## config.mk

```make
export PLATFORM = sky130hd
export DESIGN_NAME = uart_tx_fifo_ctrl
export DESIGN_NICKNAME = d
export VERILOG_FILES = /design/src/rtl/uart_tx_fifo_ctrl_pkg.sv /design/src/rtl/uart_sync_fifo.sv /design/src/rtl/uart_tx_fifo_ctrl.sv
export SDC_FILE = /design/constraint.sdc
export NUM_CORES = 1
export LEC_CHECK = 0
export ABC_AREA = 1
export CAP_MARGIN = 20
export CORE_ASPECT_RATIO = 0.6
export CORE_UTILIZATION = 30
export DETAILED_ROUTE_END_ITERATION = 10
export PLACE_DENSITY = 0.51
export SETUP_SLACK_MARGIN = 0.15
export SLEW_MARGIN = 15
export SYNTH_ARGS = -nofsm -noshare
export SYNTH_HDL_FRONTEND = slang
export SYNTH_SLANG_ARGS = --single-unit
```

## constraint.sdc

```tcl
create_clock -name CLK_I -period 3 [get_ports CLK_I]
set_input_delay 0.6 -clock CLK_I [delete_from_list [all_inputs] [get_ports CLK_I]]
set_output_delay 0.6 -clock CLK_I [all_outputs]
set_load 0.01 [all_outputs]
```

## src/rtl/uart_tx_fifo_ctrl_pkg.sv

```systemverilog
// Shared definitions for the UART transmit FIFO controller: the launch FSM
// encoding and a constant-evaluable ceiling log2 used for pointer widths.
package uart_tx_fifo_ctrl_pkg;

  typedef enum logic [1:0] {
    IDLE   = 2'd0,
    LAUNCH = 2'd1,
    WAIT   = 2'd2
  } tx_state_e;

  // Smallest r such that 2**r >= value; returns 0 for value <= 1.
  function automatic int clog2(input int value);
    int r;
    r = 0;
    while ((1 << r) < value) begin
      r = r + 1;
    end
    return r;
  endfunction

endpackage

```

## src/rtl/uart_sync_fifo.sv

```systemverilog
// Byte-wide synchronous FIFO. It has a circular buffer and registered
// occupancy flags. A write into a full FIFO is still taken when a pop
// happens in the same cycle, because that pop frees the slot being written.
module uart_sync_fifo
  import uart_tx_fifo_ctrl_pkg::*;
#(
  parameter int DEPTH = 16
) (
  input  logic                   clk,
  input  logic                   rst,
  input  logic                   wr_en,
  input  logic [7:0]             wr_data,
  input  logic                   rd_en,
  output logic [7:0]             rd_data,
  output logic                   wr_accept,
  output logic [clog2(DEPTH):0]  count,
  output logic                   full,
  output logic                   empty
);

  localparam int AW = clog2(DEPTH);
  localparam logic [AW:0] FULL_COUNT = (AW + 1)'(DEPTH);

  logic [7:0]    mem [DEPTH];
  logic [AW-1:0] wr_ptr;
  logic [AW-1:0] rd_ptr;
  logic [AW:0]   count_q;
  logic [AW:0]   count_nxt;
  logic          full_q;
  logic          empty_q;
  logic          do_wr;
  logic          do_rd;

  assign do_rd     = rd_en && !empty_q;
  assign do_wr     = wr_en && (!full_q || do_rd);
  assign wr_accept = do_wr;
  assign rd_data   = mem[rd_ptr];
  assign count     = count_q;
  assign full      = full_q;
  assign empty     = empty_q;

  // Storage array; contents survive reset because only the pointers matter.
  always_ff @(posedge clk) begin
    if (do_wr) begin
      mem[wr_ptr] <= wr_data;
    end
  end

  // Next occupancy: a simultaneous push and pop leaves the count unchanged.
  always_comb begin
    count_nxt = count_q;
    case ({do_wr, do_rd})
      2'b10:   count_nxt = count_q + (AW + 1)'(1);
      2'b01:   count_nxt = count_q - (AW + 1)'(1);
      default: count_nxt = count_q;
    endcase
  end

  // Pointers wrap naturally at DEPTH because DEPTH is a power of two.
  // The flags are registered from the next count.
  always_ff @(posedge clk or posedge rst) begin
    if (rst) begin
      wr_ptr  <= '0;
      rd_ptr  <= '0;
      count_q <= '0;
      full_q  <= 1'b0;
      empty_q <= 1'b1;
    end else begin
      if (do_wr) begin
        wr_ptr <= wr_ptr + AW'(1);
      end
      if (do_rd) begin
        rd_ptr <= rd_ptr + AW'(1);
      end
      count_q <= count_nxt;
      full_q  <= (count_nxt == FULL_COUNT);
      empty_q <= (count_nxt == '0);
    end
  end

endmodule

```

## src/rtl/uart_tx_fifo_ctrl.sv

```systemverilog
// UART transmit front end. It queues bytes in a FIFO and hands them one at a
// time to a byte transmitter using a start/finish handshake. A transfer is
// abandoned if the transmitter does not finish in time. Dropped writes and
// timeouts are recorded in sticky error flags.
module uart_tx_fifo_ctrl
  import uart_tx_fifo_ctrl_pkg::*;
#(
  parameter int DEPTH          = 16,
  parameter int TIMEOUT_CYCLES = 1000000
) (
  input  logic                   CLK_I,
  input  logic                   RST_I,
  input  logic                   WR_EN_I,
  input  logic [7:0]             WR_DATA_I,
  output logic                   FULL_O,
  output logic                   EMPTY_O,
  output logic [clog2(DEPTH):0]  COUNT_O,
  output logic                   OVF_O,
  output logic                   TMO_O,
  input  logic                   CLR_ERR_I,
  output logic                   TX_START_O,
  output logic [7:0]             TX_DATA_O,
  input  logic                   TX_FINISH_I,
  input  logic                   TX_BUSY_I
);

  localparam int TW = clog2(TIMEOUT_CYCLES) + 1;
  localparam logic [TW-1:0] TMO_LAST = TW'(TIMEOUT_CYCLES - 1);

  tx_state_e     state_q;
  tx_state_e     state_nxt;
  logic [TW-1:0] timer_q;
  logic [7:0]    tx_data_q;
  logic [7:0]    fifo_rd_data;
  logic          fifo_empty;
  logic          wr_accept;
  logic          pop;
  logic          timer_clr;
  logic          timer_inc;
  logic          tmo_set;
  logic          ovf_q;
  logic          tmo_q;

  uart_sync_fifo #(
    .DEPTH (DEPTH)
  ) u_fifo (
    .clk       (CLK_I),
    .rst       (RST_I),
    .wr_en     (WR_EN_I),
    .wr_data   (WR_DATA_I),
    .rd_en     (pop),
    .rd_data   (fifo_rd_data),
    .wr_accept (wr_accept),
    .count     (COUNT_O),
    .full      (FULL_O),
    .empty     (fifo_empty)
  );

  assign EMPTY_O    = fifo_empty;
  assign TX_START_O = (state_q == LAUNCH);
  assign TX_DATA_O  = tx_data_q;
  assign OVF_O      = ovf_q;
  assign TMO_O      = tmo_q;

  // Launch FSM next state. A finish in the same cycle as the last allowed
  // wait cycle counts as success, so the timeout is checked only after it.
  always_comb begin
    state_nxt = state_q;
    pop       = 1'b0;
    timer_clr = 1'b0;
    timer_inc = 1'b0;
    tmo_set   = 1'b0;
    case (state_q)
      IDLE: begin
        if (!fifo_empty && !TX_BUSY_I) begin
          pop       = 1'b1;
          state_nxt = LAUNCH;
        end
      end
      LAUNCH: begin
        timer_clr = 1'b1;
        state_nxt = WAIT;
      end
      WAIT: begin
        if (TX_FINISH_I) begin
          state_nxt = IDLE;
        end else if (timer_q == TMO_LAST) begin
          tmo_set   = 1'b1;
          state_nxt = IDLE;
        end else begin
          timer_inc = 1'b1;
        end
      end
      default: state_nxt = IDLE;
    endcase
  end

  // State, timeout counter and output byte. The byte is captured at the
  // moment of the pop and held until the next pop, so it is never re-sent.
  always_ff @(posedge CLK_I or posedge RST_I) begin
    if (RST_I) begin
      state_q   <= IDLE;
      timer_q   <= '0;
      tx_data_q <= 8'h00;
    end else begin
      state_q <= state_nxt;
      if (timer_clr) begin
        timer_q <= '0;
      end else if (timer_inc) begin
        timer_q <= timer_q + TW'(1);
      end
      if (pop) begin
        tx_data_q <= fifo_rd_data;
      end
    end
  end

  // Sticky error flags. A clear wins over a set in the same cycle.
  always_ff @(posedge CLK_I or posedge RST_I) begin
    if (RST_I) begin
      ovf_q <= 1'b0;
      tmo_q <= 1'b0;
    end else if (CLR_ERR_I) begin
      ovf_q <= 1'b0;
      tmo_q <= 1'b0;
    end else begin
      if (WR_EN_I && !wr_accept) begin
        ovf_q <= 1'b1;
      end
      if (tmo_set) begin
        tmo_q <= 1'b1;
      end
    end
  end

endmodule

```

======== After elaboration in Yosys (flattened, before gate mapping) ========
Memories as Yosys holds them, arrays and structs flattened. A register that Yosys moved wholly into a read port is not among the register bits.
Cells that the tools add are included.
word-level totals
  output and inout bits ................... 18
  memories ................................ 1
  bits in registers ....................... 40
  bits in writable memories ............... 128
  logic and storage cells ................. 60
memory list
  memory      depth  bits a word  read ports  clocked after memory_dff  write ports  line                  text
  u_fifo.mem  16     8            1           1                         1            uart_sync_fifo.sv:24  logic [7:0] mem [DEPTH];
operators by class
  equality and inequality tests ........... 8
  mux-type cells .......................... 22
  reductions and logical operators ........ 15
  $add $sub $neg .......................... 5
operators by type and width
  operator                 number
  $mux W21                 2
  $add A21 B1 Y21 const B  1
  $eq A21 B20 Y1 const B   1
  $mux W1                  15
  $pmux W5 S2              1
  $add A4 B1 Y4 const B    2
  $mux W2                  3
  $pmux W2 S3              1
  $reduce_bool A2 Y1       3
  $add A5 B1 Y5 const B    1
  $eq A5 B5 Y1 const B     1
  $logic_not A5 Y1         1
  $sub A5 B1 Y5 const B    1
  $eq A2 B1 Y1 const B     2
  $eq A2 B2 Y1 const B     2
  $logic_and A1 B1 Y1      4
  $logic_not A1 Y1         4
  $ne A3 B3 Y1 const B     1
  $logic_not A2 Y1         1
  $ne A2 B2 Y1 const B     1
  $reduce_and A2 Y1        1
  $logic_or A1 B1 Y1       1

======== Longest topological paths before layout ========
Gate-level depths: netlist of run 1.
  depth after elaboration ................. 11
  gate-level depth with buffers ........... 18

======== Cells and area by module ========
Synthesis of run 1 repeated with hierarchy kept, for this count alone.
second synthesis, totals
  cell total of the unflattened synthesis .. 736
  area total of the unflattened synthesis .. 7891.3 um^2
by module, submodules not included
  module             seq. area each (um^2)  cells an instance  area an instance (um^2)  times used
  uart_sync_fifo     4220.3                 497                6025.8                   1
  uart_tx_fifo_ctrl  825.8                  239                1865.5                   1

======== Worst setup path after synthesis of run 1 ========
Ideal clock, no wire load.
  path type ............................... input -> register
  start point ............................. in TX_BUSY_I
  end point ............................... reg u_fifo.full_q, in the netlist u_fifo.full
  arrival ................................. 2.567 ns
  path slack .............................. 0.362 ns
  stages .................................. 15
  data required time ...................... 2.929 ns
  cell sequence ........................... nor2_1 -> nand3_1 -> a21boi_2 -> inv_1 -> ha_1 -> nand2_1 -> inv_1 -> nor2_1 -> ha_1 -> nand2_1 -> nand2_1 -> or2_2 -> nor2_1 -> nand3_1 -> nor2_1
on the way
  longest elaborated chain between the ends .. 10
  elaborated cells between the ends (all ways) .. 11
  classes of those cells .................. eq/ne: 3; mux: 3; reduce/logical: 5
ends and longest elaborated chain
  item                                          line                     text
  start: declaration                            uart_tx_fifo_ctrl.sv:24  input logic TX_BUSY_I
  $logic_not A1 Y1 *                            uart_tx_fifo_ctrl.sv:75  if (!fifo_empty && !TX_BUSY_I) begin
  $logic_and A1 B1 Y1 *                         uart_tx_fifo_ctrl.sv:75
  $mux W1 *                                     uart_tx_fifo_ctrl.sv:75
  $mux W1 *                                     uart_tx_fifo_ctrl.sv:73  case (state_q)
  $logic_and A1 B1 Y1 *                         uart_sync_fifo.sv:34     assign do_rd = rd_en && !empty_q;
  $logic_or A1 B1 Y1                            uart_sync_fifo.sv:35     assign do_wr = wr_en && (!full_q || do_rd);
  $logic_and A1 B1 Y1                           uart_sync_fifo.sv:35
  $eq A2 B1 Y1 or $eq A2 B2 Y1 (tied branches)  uart_sync_fifo.sv:52     case ({do_wr, do_rd})
  $pmux W5 S2 *                                 uart_sync_fifo.sv:52
  net u_fifo.count_nxt[1]                       uart_sync_fifo.sv:28     logic [AW:0] count_nxt;
  $eq A5 B5 Y1 *                                uart_sync_fifo.sv:76     full_q <= (count_nxt == FULL_COUNT);
  end signal: assignment                        uart_sync_fifo.sv:76
  end: declaration                              uart_sync_fifo.sv:29     logic full_q;
The timed path passes the listed nets; every way through them passes the cells marked *.
A chain may end at the register's enable or synchronous reset.

======== Worst setup path after layout of run 1 ========
Same ends and word-level chain as after synthesis.

==> results.json, run 1 <==
{
  "rsz0062_at_grt": "false",
  "tightest_slew_ns": 0.7977,
  "finalMaxSlewViolations": 0,
  "setup_viol": 0,
  "status": "completed",
  "post-place-cells": 1165,
  "tns_ns": 0,
  "syn_area_um2": 7815,
  "cts_hold_buf": 0,
  "synth_top_area_share_pct": 49.18,
  "dieArea_um2": 26720,
  "drt_iter0_drc": 466,
  "cts_tree": "done",
  "num_vias": 5548,
  "cp-start-kind": "input pin",
  "finalInstanceArea_um2": 9276,
  "initial_core_util_pct": 30.71,
  "ir_drop_uv": 407.6,
  "synth_common_cells": "nand2_1, edfxtp_1, nand3_1",
  "ys_seq_area_share_pct": 64.57,
  "ioPinCount": 32,
  "maxSlewHeadroom_pct": 46.66,
  "first_pass_iters": 6,
  "clock_skew_ns": 0.009098,
  "p_per_area_nw_per_um2": 901.2,
  "postPlaceCellArea_um2": 8660,
  "synth_fp_nets": 804,
  "port_buffers": 31,
  "diodes": 0,
  "ant_nets": 0,
  "coreArea_um2": 25450,
  "grt_pass1_wl_um": 30560,
  "cts_resized": 0,
  "die_x_um": 210.4,
  "min_path_type": "reg2reg",
  "dp_hpwl_um": 12900,
  "r2r_slack_ns": 0.63,
  "nets": 855,
  "clk_latency_ns": 0.44,
  "hold_slack_ns": 0.4937,
  "htree_num_levels": 4,
  "utilization_pct": 36.45,
  "avgSynthCellArea_um2": 10.01,
  "min_period_ns": 2.530,
  "use_met1_pct": 25.36,
  "ys_ff_latch": 176,
  "synth-edff-count": 128,
  "antenna_found_initial": 0,
  "wl_per_cell_um": 16.47,
  "crit_fanout": 4,
  "numCtsBuffers": 17,
  "synth_cell_types": 32,
  "met2_usage_pct": 19.61,
  "maxCapViolations": 0,
  "synth_area_leaders": "edfxtp_1, dfrtp_1, nand2_1",
  "die_h_um": 127.0,
  "p_total_mw": 8.360,
  "drc": 0,
  "drive_gt1_share_pct": 9.822,
  "wl_um": 19710,
  "clock_path_buffers": 2,
  "ys_warn_count": 0,
  "required_ns": 3.38,
  "path_clk_slew_ns": 0.07,
  "final.setup.worst_slack_ns": 0.4700,
  "gp_congestion": 0.8257,
  "endpoint": "u_fifo.full",
  "place_ws_ns": 0.004110,
  "synth-async-reset-ratio_pct": 27.27,
  "final_cell_count_no_fill": 1197,
  "synth_cells": 781,
  "viasPerCell": 4.635,
  "area_delta_synth_final_pct": 18.70,
  "arrival_ns": 2.91,
  "r2r_cells": 15,
  "grt_pass1_vias": 5031,
  "busiest_layer": "met1",
  "worstReg2RegEnd": "u_fifo.full",
  "hold_viol": 0,
  "grt_max_degree": 66,
  "rows": 45,
  "critPathLaunch": "TX_BUSY_I",
  "grt-ovfl-total": 0,
  "track_usage_pct": 15.54,
  "synth_most_common_cell": "nand2_1",
  "clock-sinks": 176,
  "post-route-period-util_pct": 84.33,
  "max_freq_mhz": 395.3,
  "cts_root_buf": "clkbuf_16",
  "post-cts-setup-buffers": 0,
  "synth-main-ff-cell": "edfxtp_1",
  "path_class": "in2reg",
  "p_leak_nw": 3.626,
  "r2r_start": "u_fifo.empty",
  "yosys.area.top_type": "edfxtp_1",
  "critPathCaptureType": "register",
  "gr-usage-met3_pct": 3.638
}
power breakdown:
part,switching [mW],internal (mW)
logic,1.89,0.918
clock network,0.987,1.36
registers,0.227,2.98
total,3.11,5.25
layer usage:
layer  routed length [um]  vias to the layer above  share of wire (%)
li1                     -                     2723                  -
met1                10710                     2658                 54
met2                 7544                      153                 38
met3                 1251                       14                6.3
met4                  210                        0                1.1
met5                    0                        -                  0
critical path, stage by stage:
cell and delay, ns:
clkdlybuf4s50_1 0.40, nor2_1 0.09, nand3_1 0.15, a21boi_2 0.18
inv_1 0.07, ha_1 0.21, nand2_1 0.06, inv_1 0.05
nor2_1 0.14, ha_1 0.25, nand2_1 0.07, nand2_1 0.05
or2_2 0.28, nor2_1 0.10, nand3_1 0.10, nor2_1 0.11
logic make-up (layout without fill, tap and decap cells):
| group | after synthesis | count (layout) | synth area share (%) |
|---|---|---|---|
| fa+ha+maj | 9 | 9 | 1.441 |
| compound gates | 69 | 69 | 5.267 |
| xor+xnor | 11 | 11 | 1.233 |
| buf+inv | 80 | 144 | 4.211 |
| flops | 176 | 176 | 64.57 |
| simple gates | 436 | 436 | 23.28 |
worst min-delay path by stage:
stage | from | endpoint | cells after the start
finish | TX_DATA_O[0] | TX_DATA_O[0] | 2
global route | TX_DATA_O[1] | TX_DATA_O[1] | 2
CTS | TX_DATA_O[0] | TX_DATA_O[0] | 2
detailed placement | TX_DATA_O[0] | TX_DATA_O[0] | 2
global placement | TX_DATA_O[0] | TX_DATA_O[0] | 2
floorplan | timer_q[18] | timer_q[18] | 2
sequential cells by signal, indices dropped and copies added, names as in the netlist:
signal,cells
u_fifo.rd_ptr,4
timer_q,21
u_fifo.mem,128
u_fifo.count,5
u_fifo.wr_ptr,4
u_fifo.empty,1
state_q,2
u_fifo.full,1
TX_DATA_O,8
TMO_O,1
OVF_O,1
area by class of cell:
cell class / count / area (um^2)
Clock buffer: 20 / 446.7
Clock inverter: 12 / 170.2
Fill cell: 2581 / 16170
Inverter: 53 / 198.9
Multi-Input combinational cell: 525 / 2440
Sequential cell: 176 / 5047
Tap cell: 352 / 440.4
Timing Repair Buffer: 59 / 533.0
placed cells by master (no fill, tap or decap), drive strengths merged:
| master | netlist | layout |
|---|---|---|
| dfstp | 1 | 1 |
| a21boi | 4 | 4 |
| buf | 14 | 28 |
| clkbuf | 13 | 20 |
| clkinvlp | 0 | 1 |
| o22ai | 8 | 8 |
| nor3 | 5 | 5 |
| xor2 | 10 | 10 |
| o21ai | 32 | 32 |
| inv | 51 | 57 |
| nand2 | 250 | 250 |
| xnor2 | 1 | 1 |
| clkdlybuf4s50 | 0 | 31 |
| a21oi | 24 | 24 |
| clkinv | 2 | 4 |
| nand3 | 89 | 89 |
| bufinv | 0 | 3 |
| nand4 | 11 | 11 |
| nor2 | 78 | 78 |
| ha | 9 | 9 |
| edfxtp | 128 | 128 |
| o211ai | 1 | 1 |
| dfrtp | 47 | 47 |
| or2 | 3 | 3 |
No activity file was read; power rests on OpenSTA's default activity.
==> inputs of run 2 (changes only) <==
==> constraint.sdc (replaced) <==
create_clock -name CLK_I -period 2.65 [get_ports CLK_I]
set_input_delay 0.53 -clock CLK_I [delete_from_list [all_inputs] [get_ports CLK_I]]
set_output_delay 0.53 -clock CLK_I [all_outputs]
set_load 0.01 [all_outputs]
==> results.json, run 2 (synthesis gave the netlist of run 1 again) <==
{
  "status": "completed",
  "drc": 0,
  "min_period_ns": 2.236,
  "final.setup.worst_slack_ns": 0.4136,
  "wl_um": 19940,
  "clock-sinks": 176,
  "first_pass_iters": 5,
  "numCtsBuffers": 17,
  "maxSlewHeadroom_pct": 48.40,
  "path_class": "reg2reg",
  "ir_drop_uv": 490.3,
  "cts_hold_buf": 0,
  "utilization_pct": 36.92,
  "max_freq_mhz": 447.1,
  "num_vias": 5489,
  "track_usage_pct": 15.77,
  "cpPeakStageDelay_ns": 0.56,
  "die_h_um": 127.0,
  "dieArea_um2": 26720,
  "place_ws_ns": -0.2048,
  "drive_gt1_share_pct": 11.49,
  "cp-start-kind": "register",
  "initial_core_util_pct": 30.71,
  "clk_latency_ns": 0.45,
  "gp_congestion": 0.8402,
  "min_path_type": "in2async",
  "finalMaxSlewViolations": 0,
  "rsz0062_at_grt": "false",
  "area_delta_synth_final_pct": 20.22,
  "cp.depth": 14,
  "die_x_um": 210.4,
  "path_common_cell": "nor2_1",
  "required_ns": 3.04,
  "path_clk_slew_ns": 0.07,
  "clock_path_buffers": 2,
  "cts_root_buf": "clkbuf_16",
  "slowest_stage": "dfstp_2",
  "critPathCaptureType": "register",
  "p_leak_nw": 3.691,
  "drt_iter0_drc": 413,
  "postPlaceCellArea_um2": 8752,
  "coreArea_um2": 25450,
  "cts_tree": "done",
  "hold_viol": 0,
  "regMostFlops": "u_fifo.mem",
  "antenna_found_initial": 0,
  "largest_register_ffs": 128,
  "final_cell_mix": "nand2_1, edfxtp_1, nand3_1",
  "tightest_slew_ns": 0.7716,
  "crit_family": "simple AND/OR/NAND/NOR gates",
  "htree_num_levels": 4,
  "ant_nets": 0,
  "critPathLaunch": "u_fifo.empty",
  "rows": 45,
  "grt_pass1_wl_um": 30970,
  "grt-ovfl-total": 0,
  "viasPerCell": 4.555,
  "r2r_start": "u_fifo.empty",
  "maxCapViolations": 0,
  "post-route-period-util_pct": 84.39,
  "p_per_area_nw_per_um2": 1020,
  "worst-path-buf-inv": 2,
  "wl_per_cell_um": 16.55,
  "dp_hpwl_um": 12760,
  "finalInstanceArea_um2": 9395,
  "worstReg2RegEnd": "u_fifo.empty",
  "hold_slack_ns": 0.4366,
  "grt_pass1_vias": 4996,
  "ioPinCount": 32,
  "p_total_mw": 9.580,
  "port_buffers": 31,
  "post-place-cells": 1172,
  "clock_skew_ns": 0.01503,
  "final_common_cell": "nand2_1",
  "tns_ns": 0,
  "diodes": 0,
  "cp_cell_sequence": "nor2_2 -> nand3_2 -> buf_4 -> inv_2 -> ha_4 -> nor2_1 -> nor2_2 -> ha_1 -> nand2_1 -> nand2_1 -> or2_2 -> nor2_1 -> nand3_1 -> nor2_1",
  "final_cell_count_no_fill": 1205,
  "setup_viol": 0,
  "nets": 863,
  "crit_fanout": 3,
  "grt_max_degree": 67,
  "r2r_slack_ns": 0.41,
  "arrival_ns": 2.63,
  "r2r_cells": 14
}
-- run 2: metal layers --
metal | wire length [um] | share of wire (%) | vias up | track usage (%)
met5 | 0 | 0 | - | 0
li1 | - | - | 2739 | -
met4 | 195 | 0.98 | 0 | 4.122
met3 | 1223 | 6.1 | 14 | 3.736
met2 | 7751 | 39 | 129 | 20.02
met1 | 10770 | 54 | 2607 | 25.77
-- run 2: final cells by class --
cell class / count / area (um^2)
flip-flops and latches: 176 / 5047
inverters: 53 / 198.9
clock buffers: 19 / 442.9
well taps: 352 / 440.4
clock inverters: 13 / 175.2
multi-input cells: 525 / 2470
fillers: 2560 / 16050
repair buffers: 67 / 620.6
-- run 2: how the worst max path moves through the flow --
stage	slack, ns	end
floorplan	0.18	u_fifo.full
global placement	-0.20	u_fifo.full
detailed placement	-0.20	u_fifo.full
CTS	0.26	u_fifo.full
global route	0.21	u_fifo.empty
finish	0.41	u_fifo.empty
-- run 2: repair_timing --
action | in CTS | in global routing
setup endpoints to repair | 0 | 2
resized for setup | 0 | 6
buffers inserted | 0 | 1
endpoints found under the hold margin | 0 | 0
-- run 2: report_power, final --
group	switching (mW)	leakage [nW]	internal, mW
Sequential	0.256	1.77	3.37
Combinational	2.18	1.62	1.12
Clock	1.12	0.302	1.53
Total	3.56	3.69	6.02
-- run 2: tightest hold or removal path, delay by kind of cell --
kind	cells	cell delay (ns)
buffers and inverters	3	0.75
==> inputs of run 3 (changes only) <==
--- a/config.mk
+++ b/config.mk
@@ -10,7 +10,7 @@
 export CORE_ASPECT_RATIO = 0.6
 export CORE_UTILIZATION = 30
 export DETAILED_ROUTE_END_ITERATION = 10
-export PLACE_DENSITY = 0.51
+export PLACE_DENSITY = 0.53
 export SETUP_SLACK_MARGIN = 0.15
 export SLEW_MARGIN = 15
 export SYNTH_ARGS = -nofsm -noshare
==> constraint.sdc (replaced) <==
create_clock -name CLK_I -period 1.8 [get_ports CLK_I]
set_input_delay 0.36 -clock CLK_I [delete_from_list [all_inputs] [get_ports CLK_I]]
set_output_delay 0.36 -clock CLK_I [all_outputs]
set_load 0.01 [all_outputs]
==> results.json, run 3 (synthesis gave the netlist of run 1 again) <==
{
  "status": "complete, but fails checks",
  "violations": "negative setup slack",
  "critPathCaptureType": "register",
  "tightest_slew_ns": 0.3902,
  "largest_register_ffs": 128,
  "hold_slack_ns": 0.2025,
  "p_total_mw": 15.35,
  "final_cell_mix": "nand2_1, edfxtp_1, nand3_1",
  "post-place-cells": 1216,
  "min_path_type": "in2async",
  "p_per_area_nw_per_um2": 1473,
  "htree_num_levels": 4,
  "finalMaxSlewViolations": 0,
  "area_delta_synth_final_pct": 33.32,
  "nets": 927,
  "post-route-period-util_pct": 118.8,
  "p_leak_nw": 4.103,
  "maxCapViolations": 0,
  "num_vias": 5905,
  "place_ws_ns": -0.9286,
  "clk_latency_ns": 0.44,
  "wl_per_cell_um": 16.55,
  "arrival_ns": 2.52,
  "crit_fanout": 3,
  "grt_max_degree": 50,
  "ir_drop_uv": 679.5,
  "final_cell_count_no_fill": 1269,
  "numCtsBuffers": 17,
  "port_buffers": 31,
  "clock-sinks": 176,
  "drc": 0,
  "setup_viol": 6,
  "grt-ovfl-total": 0,
  "diodes": 0,
  "ant_nets": 0,
  "max_freq_mhz": 467.5,
  "dp_hpwl_um": 14210,
  "die_h_um": 127.0,
  "postPlaceCellArea_um2": 9268,
  "viasPerCell": 4.653,
  "maxSlewHeadroom_pct": 73.92,
  "finalInstanceArea_um2": 10420,
  "cts_root_buf": "clkbuf_16",
  "min_period_ns": 2.139,
  "cts_tree": "done",
  "drive_gt1_share_pct": 24.54,
  "final_common_cell": "nand2_1",
  "coreArea_um2": 25450,
  "track_usage_pct": 16.32,
  "dieArea_um2": 26720,
  "initial_core_util_pct": 30.71,
  "r2r_slack_ns": -0.34,
  "path_class": "reg2reg",
  "grt_pass1_vias": 5472,
  "regMostFlops": "u_fifo.mem",
  "die_x_um": 210.4,
  "path_clk_slew_ns": 0.07,
  "required_ns": 2.18,
  "r2r_cells": 15,
  "hold_viol": 0,
  "clock_skew_ns": 0.01163,
  "grt_pass1_wl_um": 32440,
  "cts_hold_buf": 0,
  "gp_congestion": 0.8632,
  "cp-start-kind": "register",
  "worstReg2RegEnd": "u_fifo.full",
  "first_pass_iters": 5,
  "ioPinCount": 32,
  "r2r_start": "state_q[1]",
  "rsz0062_at_grt": "true",
  "rows": 45,
  "antenna_found_initial": 0,
  "wl_um": 21010,
  "drt_iter0_drc": 530,
  "final.setup.worst_slack_ns": -0.3392,
  "clock_path_buffers": 2
}
[run 3: cell count changes in the layout (fill, tap and decap cells not counted), moves of 6 or more]
cell	previous run	this run
inv_1	45	38
nand2_2	2	10
nand3_1	88	82
buf_6	0	28
nor2_1	74	50
buf_4	33	58
clkdlybuf4s50_1	30	12
nor2_4	0	22
dlygate4sd2_1	0	16
buf_12	3	14
nand2_1	246	233
[run 3: worst max-delay path, stage by stage, from the launching register on]
cell,delay (ns)
dfrtp_1,0.40
inv_2,0.08
nand3_4,0.11
a21boi_4,0.18
inv_2,0.07
ha_4,0.17
nand2_2,0.06
inv_2,0.05
nor2_4,0.13
ha_4,0.21
nand2_2,0.06
nand2_2,0.05
or2_4,0.23
nor2_4,0.08
nand3_2,0.09
nor2_1,0.09
[run 3: per-stage QoR]
stage	setup TNS, ns	util (%)
floorplan	-0.9571	-
finish	-1.624	40.94
detailed placement	-58.60	36.42
global placement	-59.54	36.42
CTS	-1.245	39.48
global route	-2.371	40.94
[run 3: cell type report]
type | count | area (um^2)
tap | 352 | 440.4
inverter | 53 | 202.7
sequential | 176 | 5054
fill | 2506 | 15030
multi-input combinational | 525 | 2811
timing repair buffer | 131 | 1320
clock buffer | 17 | 425.4
clock inverter | 15 | 165.2
[run 3: power by group]
| part | total (mW) | internal [mW] | switching, mW |
|---|---|---|---|
| sequential | 5.33 | 4.97 | 0.357 |
| combinational | 6.32 | 2.49 | 3.83 |
| clock | 3.71 | 1.86 | 1.84 |
| total | 15.3 | 9.32 | 6.03 |
[run 3: what timing repair did]
action                                  in CTS  in global routing
buffers inserted                            10                 11
resized for setup                           62                 74
pin swaps                                   13                 20
endpoints found under the setup margin     154                159
[run 3: how the worst max path moves through the flow]
stage | startpoint | end | slack (ns) | cells past startpoint
final | state_q[1] | u_fifo.full | -0.34 | 15
after global routing | state_q[0] | u_fifo.full | -0.49 | 18
after CTS | u_fifo.empty | u_fifo.full | -0.32 | 15
after detailed placement | TX_BUSY_I | u_fifo.empty | -0.93 | 16
after global placement | TX_BUSY_I | u_fifo.empty | -0.91 | 16
after floorplan | u_fifo.empty | u_fifo.empty | -0.37 | 15
[run 3: per-layer routing]
layer | vias up | share of wire (%) | global-route usage, %
li1 | 2890 | - | -
met1 | 2849 | 54 | 26.77
met2 | 151 | 39 | 20.98
met3 | 15 | 5.7 | 3.712
met4 | 0 | 0.84 | 3.736
met5 | - | 0 | 0
